===== src/rtl/disp_pkg.sv =====
// Shared types and helpers for the 7-seg scroll sequencer.
// Blank pattern, FSM states and the window index wrap.
package disp_pkg;

  localparam logic [7:0] BLANK = 8'hFF;

  typedef enum logic [1:0] {
    IDLE,
    RUN,
    HOLD
  } state_t;

  // (p+k) mod l, with p<l and k<=3<l, so one subtract suffices
  function automatic int win_idx(int p, int k, int l);
    int s;
    s = p + k;
    return (s >= l) ? s - l : s;
  endfunction

endpackage


===== src/rtl/scroll_tick_gen.sv =====
// Scroll step prescaler: one tick every tick_div+1 enabled cycles.
// Count freezes while en is low and restarts on clr.
module scroll_tick_gen #(
  parameter int TICK_W = 26
) (
  input  logic              clk,
  input  logic              reset,
  input  logic              clr,
  input  logic              en,
  input  logic [TICK_W-1:0] tick_div,
  output logic              tick
);

  logic [TICK_W-1:0] cnt;

  // >= lets a lowered tick_div take effect without wrapping
  assign tick = en && (cnt >= tick_div);

  always_ff @(posedge clk) begin
    if (reset || clr) begin
      cnt <= '0;
    end else if (tick) begin
      cnt <= '0;
    end else if (en) begin
      cnt <= cnt + 1'b1;
    end
  end

endmodule


===== src/rtl/disp_scroll_ctrl.sv =====
// Message buffer and scroll FSM feeding a 4-digit 7-seg driver.
// Digit outputs load the window for the new position on the same edge.
module disp_scroll_ctrl
  import disp_pkg::*;
#(
  parameter int N_MSG  = 16,
  parameter int TICK_W = 26,
  localparam int ADDR_W = $clog2(N_MSG)
) (
  input  logic              clk,
  input  logic              reset,
  input  logic              wr_en,
  input  logic [7:0]        wr_data,
  input  logic              clr,
  input  logic              start,
  input  logic              stop,
  input  logic [TICK_W-1:0] tick_div,
  output logic [ADDR_W:0]   len,
  output logic              full,
  output logic              busy,
  output logic [7:0]        d3,
  output logic [7:0]        d2,
  output logic [7:0]        d1,
  output logic [7:0]        d0
);

  localparam int LW = ADDR_W + 1;
  localparam int PW = ADDR_W + 2;
  localparam int NS = N_MSG + 4;

  state_t        state;
  logic [7:0]    mem  [N_MSG];
  logic [7:0]    strm [NS];
  logic [7:0]    win  [4];
  logic [7:0]    dr   [4];
  logic [PW-1:0] pos;
  logic [PW-1:0] big_l;
  logic [PW-1:0] next_pos;
  logic [PW-1:0] wp;
  logic          tick;
  logic          run_en;
  logic          restart;
  logic          wr_ok;

  assign big_l   = PW'(len) + PW'(4);
  assign full    = (len == LW'(N_MSG));
  assign busy    = (state != IDLE);
  assign run_en  = (state == RUN) && !clr && !stop;
  assign restart = clr || (state == IDLE);
  assign wr_ok   = (state == IDLE) && wr_en && !clr
                && !start && !stop && !full;

  assign d3 = dr[0];
  assign d2 = dr[1];
  assign d1 = dr[2];
  assign d0 = dr[3];

  scroll_tick_gen #(
    .TICK_W(TICK_W)
  ) u_tick (
    .clk     (clk),
    .reset   (reset),
    .clr     (restart),
    .en      (run_en),
    .tick_div(tick_div),
    .tick    (tick)
  );

  always_comb begin
    for (int i = 0; i < NS; i++) strm[i] = BLANK;
    for (int i = 0; i < N_MSG; i++) begin
      if (LW'(i) < len) strm[i] = mem[i];
    end
    next_pos = (pos == big_l - 1'b1) ? '0 : pos + 1'b1;
    wp = (state == IDLE) ? '0 : next_pos;
    for (int k = 0; k < 4; k++) begin
      win[k] = strm[PW'(win_idx(int'(wp), k, int'(big_l)))];
    end
  end

  always_ff @(posedge clk) begin
    if (wr_ok) mem[len[ADDR_W-1:0]] <= wr_data;
  end

  always_ff @(posedge clk) begin
    if (reset || clr) begin
      state <= IDLE;
      len   <= '0;
      pos   <= '0;
      for (int k = 0; k < 4; k++) dr[k] <= BLANK;
    end else begin
      unique case (state)
        IDLE: begin
          if (!stop && start && len != '0) begin
            state <= RUN;
            pos   <= '0;
            for (int k = 0; k < 4; k++) dr[k] <= win[k];
          end else if (wr_ok) begin
            len <= len + 1'b1;
          end
        end
        RUN: begin
          if (stop) begin
            state <= HOLD;
          end else if (tick) begin
            pos <= next_pos;
            for (int k = 0; k < 4; k++) dr[k] <= win[k];
          end
        end
        HOLD: begin
          if (stop) begin
            state <= IDLE;
            pos   <= '0;
            for (int k = 0; k < 4; k++) dr[k] <= BLANK;
          end else if (start) begin
            state <= RUN;
          end
        end
        default: state <= IDLE;
      endcase
    end
  end

endmodule


===== config.mk =====
export PLATFORM = sky130hd
export DESIGN_NAME = disp_scroll_ctrl
export DESIGN_NICKNAME = d
export VERILOG_FILES = /design/src/rtl/disp_pkg.sv /design/src/rtl/scroll_tick_gen.sv /design/src/rtl/disp_scroll_ctrl.sv
export SDC_FILE = /design/constraint.sdc
export NUM_CORES = 1
export LEC_CHECK = 0
export ABC_AREA = 0
export BUFFER_PORTS_ARGS = -buffer_cell sky130_fd_sc_hd__buf_2
export CORE_MARGIN = 1.5
export CORE_UTILIZATION = 55
export DETAILED_ROUTE_END_ITERATION = 7
export GPL_TIMING_DRIVEN = 0
export PLACE_DENSITY = 0.73
export SYNTH_ARGS = -nofsm -noshare
export SYNTH_HDL_FRONTEND = slang
export SYNTH_SLANG_ARGS = --single-unit

===== constraint.sdc =====
create_clock -name clk -period 7.7 [get_ports clk]
set_clock_uncertainty 0.05 [all_clocks]
set_input_delay 1.54 -clock clk [delete_from_list [all_inputs] [get_ports clk]]
set_output_delay 1.54 -clock clk [all_outputs]
set_load 0.1 [all_outputs]

# ---- Word-level counts from Yosys, hierarchy flattened
# Memory sizes are Yosys's and may differ from the RTL's.
# Index checks and enable logic that the tools add are counted.
dict set report word_totals {
  mem_count 2
  register_bits 39
  ramBits 160
  input_bits 40
}
dict set report classes {
  reduce_logical 25
  addsub 12
  bitwise 17
  eq_ne 10
  n_lt_le_gt_ge 25
  mux 73
}
# name depth word_bits rd rd_clocked_by_memory_dff wr line
set memory_table {}
lappend memory_table {mem 16 8 16 0 1 disp_scroll_ctrl.sv:32} ;# logic [7:0] mem [N_MSG];
lappend memory_table {dr 4 8 4 0 4 disp_scroll_ctrl.sv:35} ;# logic [7:0] dr [4];
# op count
set ops {}
lappend ops {{$mux 8} 36}
lappend ops {{$bmux 8 s5} 4}
lappend ops {{$mux 6} 10}
lappend ops {{$lt 4x5->1 const A} 8}
lappend ops {{$add 26x1->26 const B} 1}
lappend ops {{$ge 26x26->1} 1}
lappend ops {{$ge 6x6->1 const B} 4}
lappend ops {{$not 6->6} 4}
lappend ops {{$sub 6x6->6} 4}
lappend ops {{$ge 7x6->1} 3}
lappend ops {{$lt 3x5->1 const A} 4}
lappend ops {{$pmux 6 s3} 1}
lappend ops {{$mux 1} 17}
lappend ops {{$add 6x2->7 const B} 2}
lappend ops {{$or 1x1->1} 12}
lappend ops {{$logic_and 1x1->1} 10}
lappend ops {{$lt 1x5->1 const A} 2}
lappend ops {{$lt 2x5->1 const A} 2}
lappend ops {{$mux 2} 4}
lappend ops {{$ne 2x2->1 const B} 4}
lappend ops {{$add 6x1->7 const B} 1}
lappend ops {{$add 5x3->6 const B} 1}
lappend ops {{$add 6x1->6 const B} 1}
lappend ops {{$eq 6x6->1} 1}
lappend ops {{19 further kinds} 25}

# ---- Longest topological paths before layout
# Gate-level depths: netlist (run 1).
dict set report depth {
  ltp_word 15
  ltp_mapped 30
  depth_no_buf 24
}

# ---- By module
# From an unflattened synthesis (run 1), not the netlist that was laid out.
dict set report unflattened {
  hier_cells 1729
  hier_area_um2 15207.1
}
# mod instances cells_per_inst area_each_um2
set modules_own_cells {}
lappend modules_own_cells {disp_scroll_ctrl 1 1509 13365.3}
lappend modules_own_cells {scroll_tick_gen 1 220 1841.8}

# ---- Worst setup path after synthesis (run 1)
# Ideal clock, no wire load.
dict set report synth_path {
  path_kind {register to register}
  from {reg len[2]}
  to {mem dr[2][0]}
  synth_period_minus_slack_ns 7.616
  path_stages_with_launch 30
  setup_slack_ns 0.084
  required_time_ns 7.576
  path_buffers 5
  t_arrival_ns 7.492
  cell_sequence {dfxtp_1 buf_4 clkbuf_1 inv_1 ha_1 inv_1 nand4_1 xnor2_1 a21oi_1 nand2_1 inv_1 ha_1 clkbuf_1 inv_1 or3_1 xnor2_1 nor2_1 ha_1 nand2_1 nor2_1 a221oi_1 o221ai_1 nor2_2 a21o_1 buf_2 buf_1 mux2i_1 o22ai_1 or3b_2 a31oi_1}
}
# item line
set synth_lines {}
lappend synth_lines {{from (decl)} disp_scroll_ctrl.sv:18} ;# output logic [ADDR_W:0] len,
lappend synth_lines {{from (signal assigned)} disp_scroll_ctrl.sv:99} ;# len <= len + 1'b1;
lappend synth_lines {{to (decl)} disp_scroll_ctrl.sv:35}

==> flow_metrics.py, run 1 <==
metrics = {
    "synth": {
        "yosysTopAreaCellShare_pct": 28.6,
        "synth-seq-cells": 199,
        "synth_xor_area_share_pct": 4.23,
        "ys_types": 74,
        "synth_flop_cell": "edfxtp_1",
        "synth_compound_area_share_pct": 14.9,
        "syn-num-nets": 1603,
        "muxShareOfSynthArea_pct": 16.0,
        "syn_avg_cell_area_um2": 9.54,
        "synthArstFlopShare_pct": 0,
        "synth_top_family_by_area": "simple AND/OR/NAND/NOR gates",
        "synth.largest_area_cell": "edfxtp_1",
        "synth_edf_count": 136,
        "yosysSeqAreaShare_pct": 37.4,
        "synthAdderAreaFrac_pct": 6.02,
        "synthSimpleGateAreaFrac_pct": 17.5,
        "synth_cells": 1499,
        "syn_area_um2": 14300,
        "ys_warn_count": 0,
        "synth_area_leaders": "edfxtp_1 (29%), dfxtp_1 (8.8%), mux2i_1 (8.3%)",
    },
    "sta": {
        "setup_viol": 0,
        "slew_headroom_pct": 8.97,
        "max_freq_mhz": 135,
        "whs_ns": 0.435,
        "tightest_slew_ns": 1.35,
        "hold_viol_final": 0,
        "finalWorstSetupSlack_ns": 0.291,
        "period_share_pct": 96.2,
        "finalCriticalPeriod_ns": 7.41,
        "slew_viol_final": 0,
    },
    "worst_setup_path": {
        "slowest_delay_ns": 0.62,
        "cp.required_ns": 8.00,
        "cp.buffers_inverters": 7,
        "r2r_start": "len[0]$_SDFFE_PP0P_",
        "path_depth": 26,
        "crit_type": "flop to flop",
        "path_delay_family": "compound AO/OA/AOI/OAI gates",
        "slowest_stage": "dfxtp_1",
        "end_kind": "flop",
        "critPathArrivalTime_ns": 7.71,
        "path_max_fanout": 10,
        "reg2regPathDepth": 26,
        "startpoint_type": "flop",
        "cp-startpoint": "len[0]$_SDFFE_PP0P_",
    },
    "cells_and_area": {
        "n_fill_cell": 2169,
        "drive_above_1_share_pct": 15.6,
        "syn_to_final_growth_pct": 11.6,
        "final_cell_mix": "nor2_1 (230), edfxtp_1 (136), mux2i_1 (117)",
        "layout_commonest_cell": "nor2_1",
        "nNetsFinal": 1704,
        "diodes": 0,
    },
    "hold_path": {
        "min_path_type": "flop to flop",
        "min_from": "dr[2][2]$_SDFFE_PP1P_",
        "min_path_cells": 2,
    },
    "power_and_ir_drop": {
        "ir_drop_mv": 0.154,
        "finalPower_mw": 2.16,
        "combPwrFrac_pct": 2.6,
        "swShare_pct": 25.5,
        "power.leakage_nw": 5.83,
        "internal_power_mw": 1.61,
        "pwr-share-clk_pct": 44.7,
        "power_frac_seq_pct": 52.7,
        "power.density_nw_per_um2": 135,
        "p_switching_mw": 0.552,
    },
    "clock_tree": {
        "cts_buffer_depth": 2,
        "htreeDepth": 4,
        "cts_inserted_buffers": 17,
        "cts_root_buffer": "clkbuf_16",
        "holdBufCountCts": 0,
        "clk_latency_ns": 0.45,
        "cts_tree": "yes",
        "path_clk_slew_ns": 0.09,
        "clkSinkCount": 199,
    },
    "placed_design": {
        "finalWeightedCongestion": 1.02,
        "dp_hpwl_um": 41200,
        "pre_cts_slack_ns": -1.82,
        "port_buffers": 78,
    },
    "job": {
        "maxCapViolCount": 0,
    },
    "floorplan": {
        "std_cell_rows": 58,
        "die_area_um2": 27000,
        "core_um2": 25300,
        "ioPinCount": 79,
        "die_y_um": 164,
        "die_w_um": 164,
        "initial_core_util_pct": 56.5,
    },
    "run_status": {
        "status": "finished, final reports clean",
    },
    "global_routing": {
        "grt_antenna_before_repair": 1,
        "grt_max_degree": 24,
        "grt_pass1_vias": 12100,
        "grt_use_total_pct": 40.1,
        "grt-ovfl-total": 0,
        "grt_pass1_wl_um": 77600,
    },
    "route": {
        "drc_errors": 0,
        "detail-route-antenna-nets": 0,
        "num_vias": 13000,
        "via_per_inst": 6.70,
        "dr.pass1.iters": 5,
        "wl_per_cell_um": 27.3,
        "first_iter_violations": 1845,
        "wl_um": 53100,
    },
}
==> sequential cells by signal, indices dropped and copies added, names as in the netlist <==
| name | flops |
|---|---|
| dr | 32 |
| len | 5 |
| mem | 128 |
| state | 2 |
| pos | 6 |
| u_tick.cnt | 26 |
==> power by group through the flow <==
stage,Combinational (mW),Clock [mW],Sequential (mW)
floorplan,0.0216,0,1.17
global placement,0.0533,0,1.16
detailed placement,0.0544,0,1.16
CTS,0.0548,0.963,1.14
global route,0.0601,0.998,1.14
finish,0.0564,0.965,1.14
==> cell families after synthesis <==
family                   count (synthesis)
adder cells (fa/ha/maj)                 67
AO/OA/AOI/OAI                          312
XOR/XNOR                                69
multiplexers                           175
buffers and inverters                  132
flip-flops                             199
AND/OR/NAND/NOR                        545
==> through the flow <==
stage / utilization (%) / TNS (ns) / cell area (um2) / instances
floorplan: - / 0 / 14300 / 1499
global placement: 59.6 / -36.42 / 15100 / 1907
detailed placement: 59.6 / -35.40 / 15100 / 1907
CTS: 62.5 / 0 / 15800 / 1941
global route: 63.0 / -0.0114 / 16000 / 1943
finish: 63.0 / 0 / 16000 / 1943
==> worst paths after layout <==
kind | end | slack, ns
worst max register to register | dr[1][6]$_SDFFE_PP1P_ | 0.29
worst max-delay path | dr[1][6]$_SDFFE_PP1P_ | 0.29
worst min register to register | dr[2][2]$_SDFFE_PP1P_ | 0.43
worst min-delay path | dr[2][2]$_SDFFE_PP1P_ | 0.43
==> timing repair <==
item                       4_1_cts  5_1_grt
buffers inserted                 4        2
resized for setup               25       28
pin swaps                        1        1
setup endpoints to repair       25       24
==> synth_stat cells (7+ instances only) <==
| cell type | number |
|---|---|
| nor3_1 | 50 |
| a31oi_1 | 14 |
| xor2_1 | 35 |
| inv_1 | 48 |
| nor2_1 | 231 |
| nand4_1 | 12 |
| nand2b_1 | 10 |
| nand3_1 | 39 |
| and3_1 | 29 |
| edfxtp_1 | 136 |
| o32a_1 | 13 |
| ha_1 | 60 |
| nand2_1 | 111 |
| or3_1 | 13 |
| buf_1 | 9 |
| buf_2 | 20 |
| clkbuf_1 | 44 |
| o2111ai_1 | 8 |
| a211oi_1 | 58 |
| mux2_2 | 15 |
| mux4_2 | 36 |
| a21o_1 | 26 |
| o22ai_1 | 25 |
| o21a_1 | 9 |
| xnor2_1 | 34 |
| or3b_2 | 7 |
| buf_4 | 8 |
| a22oi_1 | 18 |
| nor2b_1 | 17 |
| a21oi_1 | 59 |
| o21ai_0 | 45 |
| mux2i_1 | 119 |
| dfxtp_1 | 63 |
==> worst min-delay path: cells and delay by family, from the launching register on <==
family             cells  cell delay, ns
DFF                    1            0.31
AOI/OAI and AO/OA      1            0.04
and+or+nand+nor        1            0.09
==> routing by layer <==
metal	part of all wire (%)	track usage, %	vias to the layer above	routed length (um)
met5	0	0	-	0
met4	4.2	15.7	0	2230
met2	41	57.2	913	21800
met1	40	57.0	6204	21500
met3	14	11.7	115	7550
li1	-	-	5788	-
==> layout make-up <==
class | instances | area (um2) | share of cell area (%)
multi-input combinational | 1168 | 8530 | 53.5
sequential | 199 | 5350 | 33.5
timing repair buffer | 84 | 435 | 2.73
clock buffer | 17 | 425 | 2.67
tap | 330 | 413 | 2.59
buffer | 81 | 399 | 2.50
clock inverter | 15 | 213 | 1.33
inverter | 49 | 184 | 1.15
(Power assumes the default switching activity.)
==> run 2: changes to the inputs <==
CAP_MARGIN = 20   (was not set)
PLACE_DENSITY = not set   (was 0.73)
PLACE_DENSITY_LB_ADDON = 0.12   (was not set)
==> flow_metrics.py, run 2 (synthesized netlist as in run 1, its figures left out) <==
metrics = {
    "run_status": {
        "status": "finished, final reports clean",
    },
    "worst_setup_path": {
        "crit_type": "flop to flop",
        "slowest_stage": "a211oi_4",
        "path_max_fanout": 10,
        "critPathArrivalTime_ns": 7.63,
        "end_kind": "flop",
        "startpoint_type": "flop",
        "path_delay_family": "buffers and inverters",
        "rrSetupSlack_ns": 0.36,
        "cp.buffers_inverters": 8,
        "slowest_delay_ns": 0.49,
        "crit_top_cell": "inv_1",
        "cp.required_ns": 7.99,
    },
    "sta": {
        "period_share_pct": 95.4,
        "max_freq_mhz": 136,
        "rsz0062_at_grt": "no",
        "tightest_slew_ns": 1.24,
        "finalWorstSetupSlack_ns": 0.357,
        "slew_viol_final": 0,
        "finalCriticalPeriod_ns": 7.34,
        "setup_viol": 0,
        "hold_viol_final": 0,
        "slew_headroom_pct": 16.3,
        "whs_ns": 0.425,
    },
    "placed_design": {
        "port_buffers": 78,
        "dp_hpwl_um": 41400,
        "placed_cell_area_um2": 15100,
        "pre_cts_slack_ns": -1.70,
        "finalWeightedCongestion": 1.04,
    },
    "clock_tree": {
        "htreeDepth": 4,
        "path_clk_slew_ns": 0.09,
        "cts_buffer_depth": 2,
        "holdBufCountCts": 0,
        "clk_latency_ns": 0.45,
        "cts_inserted_buffers": 17,
        "cts_tree": "yes",
        "clkSinkCount": 199,
        "cts_root_buffer": "clkbuf_16",
    },
    "route": {
        "wl_um": 53100,
        "drc_errors": 0,
        "first_iter_violations": 1989,
        "via_per_inst": 6.68,
        "num_vias": 13000,
        "wl_per_cell_um": 27.3,
        "detail-route-antenna-nets": 0,
        "dr.pass1.iters": 6,
    },
    "job": {
        "maxCapViolCount": 0,
    },
    "floorplan": {
        "die_w_um": 164,
        "die_y_um": 164,
        "die_area_um2": 27000,
        "ioPinCount": 79,
        "initial_core_util_pct": 56.5,
        "std_cell_rows": 58,
        "core_um2": 25300,
    },
    "power_and_ir_drop": {
        "ir_drop_mv": 0.154,
        "power.leakage_nw": 5.86,
        "power.density_nw_per_um2": 136,
        "finalPower_mw": 2.18,
    },
    "global_routing": {
        "grt-ovfl-total": 0,
        "grt_max_degree": 25,
        "grt_antenna_before_repair": 0,
        "grt_use_total_pct": 40.1,
        "grt_pass1_wl_um": 77500,
        "grt_pass1_vias": 12000,
    },
    "hold_path": {
        "min_path_type": "flop to flop",
    },
    "cells_and_area": {
        "fin_area_um2": 16000,
        "drive_above_1_share_pct": 16.1,
        "largest_register_ffs": 128,
        "n_fill_cell": 2131,
        "diodes": 0,
        "final_cell_mix": "nor2_1 (230), edfxtp_1 (136), mux2i_1 (116)",
        "nNetsFinal": 1709,
        "syn_to_final_growth_pct": 12.0,
        "layout_commonest_cell": "nor2_1",
    },
}
==> run 2: cell count changes in the layout (fill, tap and decap cells not counted), sizes merged <==
cell and change:
buf +3, inv +6, clkbuf +2, clkinv -6
==> run 2: final timing paths <==
path                      endpoint  cells after the start                  start
max          dr[1][7]$_SDFFE_PP1P_                     25    len[2]$_SDFFE_PP0P_
min          dr[1][2]$_SDFFE_PP1P_                      1  dr[1][2]$_SDFFE_PP1P_
max reg2reg  dr[1][7]$_SDFFE_PP1P_                     25    len[2]$_SDFFE_PP0P_
min reg2reg  dr[1][2]$_SDFFE_PP1P_                      1  dr[1][2]$_SDFFE_PP1P_
==> run 2: area by class of cell <==
cell class / count / area (um2) / area share (%)
multi-input combinational: 1168 / 8540 / 53.4
sequential: 199 / 5350 / 33.4
timing repair buffer: 89 / 473 / 2.95
clock buffer: 17 / 425 / 2.66
tap: 330 / 413 / 2.58
buffer: 81 / 400 / 2.50
clock inverter: 15 / 218 / 1.36
inverter: 49 / 184 / 1.15
==> run 2: report_power, final <==
group          switching, mW  internal, mW  leakage [nW]  total (mW)
clock                  0.521         0.464         0.313       0.985
combinational         0.0381        0.0174          3.83      0.0555
sequential          0.000659          1.14          1.72        1.14
==> run 2: timing repair <==
action / CTS / global route
endpoints found under the setup margin: 24 / 24
endpoints found under the hold margin: 0 / 0
resized for setup: 24 / 34
setup buffers: 4 / 6
pin swaps: 1 / 1
gates cloned: 0 / 0
==> run 2: worst register-to-register path, stage by stage, from the launching register on <==
cell      delay, ns
dfxtp_4        0.46
buf_4          0.22
clkbuf_2       0.29
inv_1          0.13
ha_1           0.45
inv_2          0.21
nand4_1        0.19
xnor2_2        0.30
a211oi_4       0.49
ha_2           0.38
inv_1          0.18
or3_1          0.45
nor2_1         0.15
xor2_1         0.16
nor2_1         0.06
ha_1           0.32
a21oi_1        0.14
o31ai_1        0.16
a221oi_4       0.39
buf_4          0.20
mux2i_2        0.39
clkbuf_2       0.34
inv_1          0.15
nor3_2         0.49
a211oi_1       0.16
o32a_1         0.35
==> run 2: per-stage QoR <==
stage          utilization, %  setup TNS [ns]  std cells
3_3_place_gp             59.6          -31.60       1907
2_1_floorplan               -               0       1499
4_1_cts                  62.6               0       1941
3_5_place_dp             59.6          -32.45       1907
5_1_grt                  63.2               0       1948
6_report                 63.2               0       1948
==> run 2: per-layer routing <==
layer	global-route usage [%]	up-vias	part of all wire, %
met1	57.2	6255	41
met4	16.9	0	4.6
met5	0	-	0
li1	-	5786	-
met3	11.5	132	13
met2	56.4	840	41
==> run 3: changes to the inputs <==
PLACE_DENSITY = 0.73   (was not set)
PLACE_DENSITY_LB_ADDON = not set   (was 0.12)
==> flow_metrics.py, run 3 (synthesized netlist as in run 1, its figures left out) <==
metrics = {
    "power_and_ir_drop": {
        "finalPower_mw": 2.18,
        "ir_drop_mv": 0.129,
        "internal_power_mw": 1.62,
        "power.leakage_nw": 5.85,
        "combPwrFrac_pct": 2.6,
        "p_switching_mw": 0.565,
        "power.density_nw_per_um2": 137,
        "pwr-share-clk_pct": 45.2,
        "power_frac_seq_pct": 52.2,
        "swShare_pct": 25.9,
    },
    "global_routing": {
        "grt_antenna_before_repair": 1,
        "grt_pass1_vias": 12000,
        "grt_max_degree": 25,
        "grt_pass1_wl_um": 77500,
        "grt-ovfl-total": 0,
        "grt_use_total_pct": 40.1,
    },
    "worst_setup_path": {
        "critPathArrivalTime_ns": 7.78,
        "cp.required_ns": 8.03,
        "rrSetupSlack_ns": 0.24,
        "path_max_fanout": 10,
        "slowest_delay_ns": 0.51,
        "slowest_stage": "dfxtp_2",
        "end_kind": "flop",
        "startpoint_type": "flop",
        "path_delay_family": "simple AND/OR/NAND/NOR gates",
        "crit_type": "flop to flop",
        "cp.buffers_inverters": 8,
    },
    "placed_design": {
        "dp_cells": 1908,
        "port_buffers": 78,
        "finalWeightedCongestion": 1.02,
        "dp_hpwl_um": 41300,
        "pre_cts_slack_ns": -1.83,
    },
    "sta": {
        "slew_headroom_pct": 24.4,
        "hold_viol_final": 0,
        "period_share_pct": 96.8,
        "slew_viol_final": 0,
        "finalCriticalPeriod_ns": 7.46,
        "whs_ns": 0.433,
        "tightest_slew_ns": 1.13,
        "max_freq_mhz": 134,
        "setup_viol": 0,
        "finalWorstSetupSlack_ns": 0.244,
        "rsz0062_at_grt": "no",
    },
    "clock_tree": {
        "path_clk_slew_ns": 0.09,
        "cts_tree": "yes",
        "cts_inserted_buffers": 17,
        "clk_latency_ns": 0.46,
        "clkSinkCount": 199,
        "htreeDepth": 4,
        "cts_root_buffer": "clkbuf_16",
        "cts_buffer_depth": 2,
    },
    "hold_path": {
        "min_path_type": "flop to flop",
    },
    "cells_and_area": {
        "drive_above_1_share_pct": 15.9,
        "diodes": 0,
        "syn_to_final_growth_pct": 11.6,
        "final_cell_mix": "nor2_1 (230), edfxtp_1 (136), mux2i_1 (116)",
        "largest_register_ffs": 128,
        "nNetsFinal": 1707,
        "finalNonFillerCells": 1946,
        "layout_commonest_cell": "nor2_1",
    },
    "route": {
        "wl_per_cell_um": 27.5,
        "num_vias": 13100,
        "detail-route-antenna-nets": 0,
        "wl_um": 53500,
        "drc_errors": 0,
        "first_iter_violations": 1775,
        "dr.pass1.iters": 6,
        "via_per_inst": 6.74,
    },
    "floorplan": {
        "initial_core_util_pct": 56.5,
        "die_area_um2": 27000,
        "std_cell_rows": 58,
        "core_um2": 25300,
        "die_y_um": 164,
        "die_w_um": 164,
        "ioPinCount": 79,
    },
    "job": {
        "maxCapViolCount": 0,
    },
    "run_status": {
        "status": "finished, final reports clean",
    },
}
-- run 3: worst register-to-register path: cells and delay by family (launching register included) --
kind                       cells  cell delay (ns)
AOI/OAI and AO/OA              6             1.35
xor gates and xnor gates       2             0.49
adders and majority gates      3             1.09
buffers and inverters          8             1.79
DFF                            1             0.51
muxes                          1             0.25
and+or+nand+nor                8             1.83
-- run 3: path summary, 6_finish.rpt --
kind | from | end | depth (start not counted)
setup / recovery | len[2]$_SDFFE_PP0P_ | dr[2][6]$_SDFFE_PP1P_ | 28
hold / removal | dr[2][2]$_SDFFE_PP1P_ | dr[2][2]$_SDFFE_PP1P_ | 2
setup reg to reg | len[2]$_SDFFE_PP0P_ | dr[2][6]$_SDFFE_PP1P_ | 28
hold reg to reg | dr[2][2]$_SDFFE_PP1P_ | dr[2][2]$_SDFFE_PP1P_ | 2
-- run 3: area by class of cell --
type	instances	area [um2]
fillers	2155	9370
multi-input cells	1168	8520
flip-flops and latches	199	5350
repair buffers	87	458
clock buffers	17	425
well taps	330	413
plain buffers	81	400
clock inverters	15	213
inverters	49	184
-- run 3: timing repair --
item / 4_1_cts / 5_1_grt
resized for setup: 27 / 25
hold buffers: 0 / 0
cloned: 0 / 0
setup buffers: 5 / 2
setup endpoints to repair: 25 / 24
pin swaps: 1 / 0
-- run 3: layer usage --
layer / track usage (%) / vias to the layer above / part of all wire [%]
met1: 57.6 / 6268 / 41
met4: 15.2 / 0 / 3.9
met5: 0 / - / 0
met3: 10.5 / 111 / 14
li1: - / 5794 / -
met2: 57.6 / 942 / 42
-- run 3: power groups by stage --
stage | Combinational [mW] | Clock [mW] | Sequential (mW)
final | 0.0565 | 0.988 | 1.14
after global routing | 0.0602 | 1.02 | 1.14
after global placement | 0.0533 | 0 | 1.16
after detailed placement | 0.0543 | 0 | 1.16
after CTS | 0.0549 | 0.983 | 1.14
after floorplan | 0.0216 | 0 | 1.17
-- run 3: per-stage QoR --
step	utilization [%]	instance area [um2]	TNS, ns
after global routing	63.0	16000	0
after floorplan	-	14300	0
after global placement	59.6	15100	-36.42
after CTS	62.6	15900	0
final	63.0	16000	0
after detailed placement	59.7	15100	-36.11
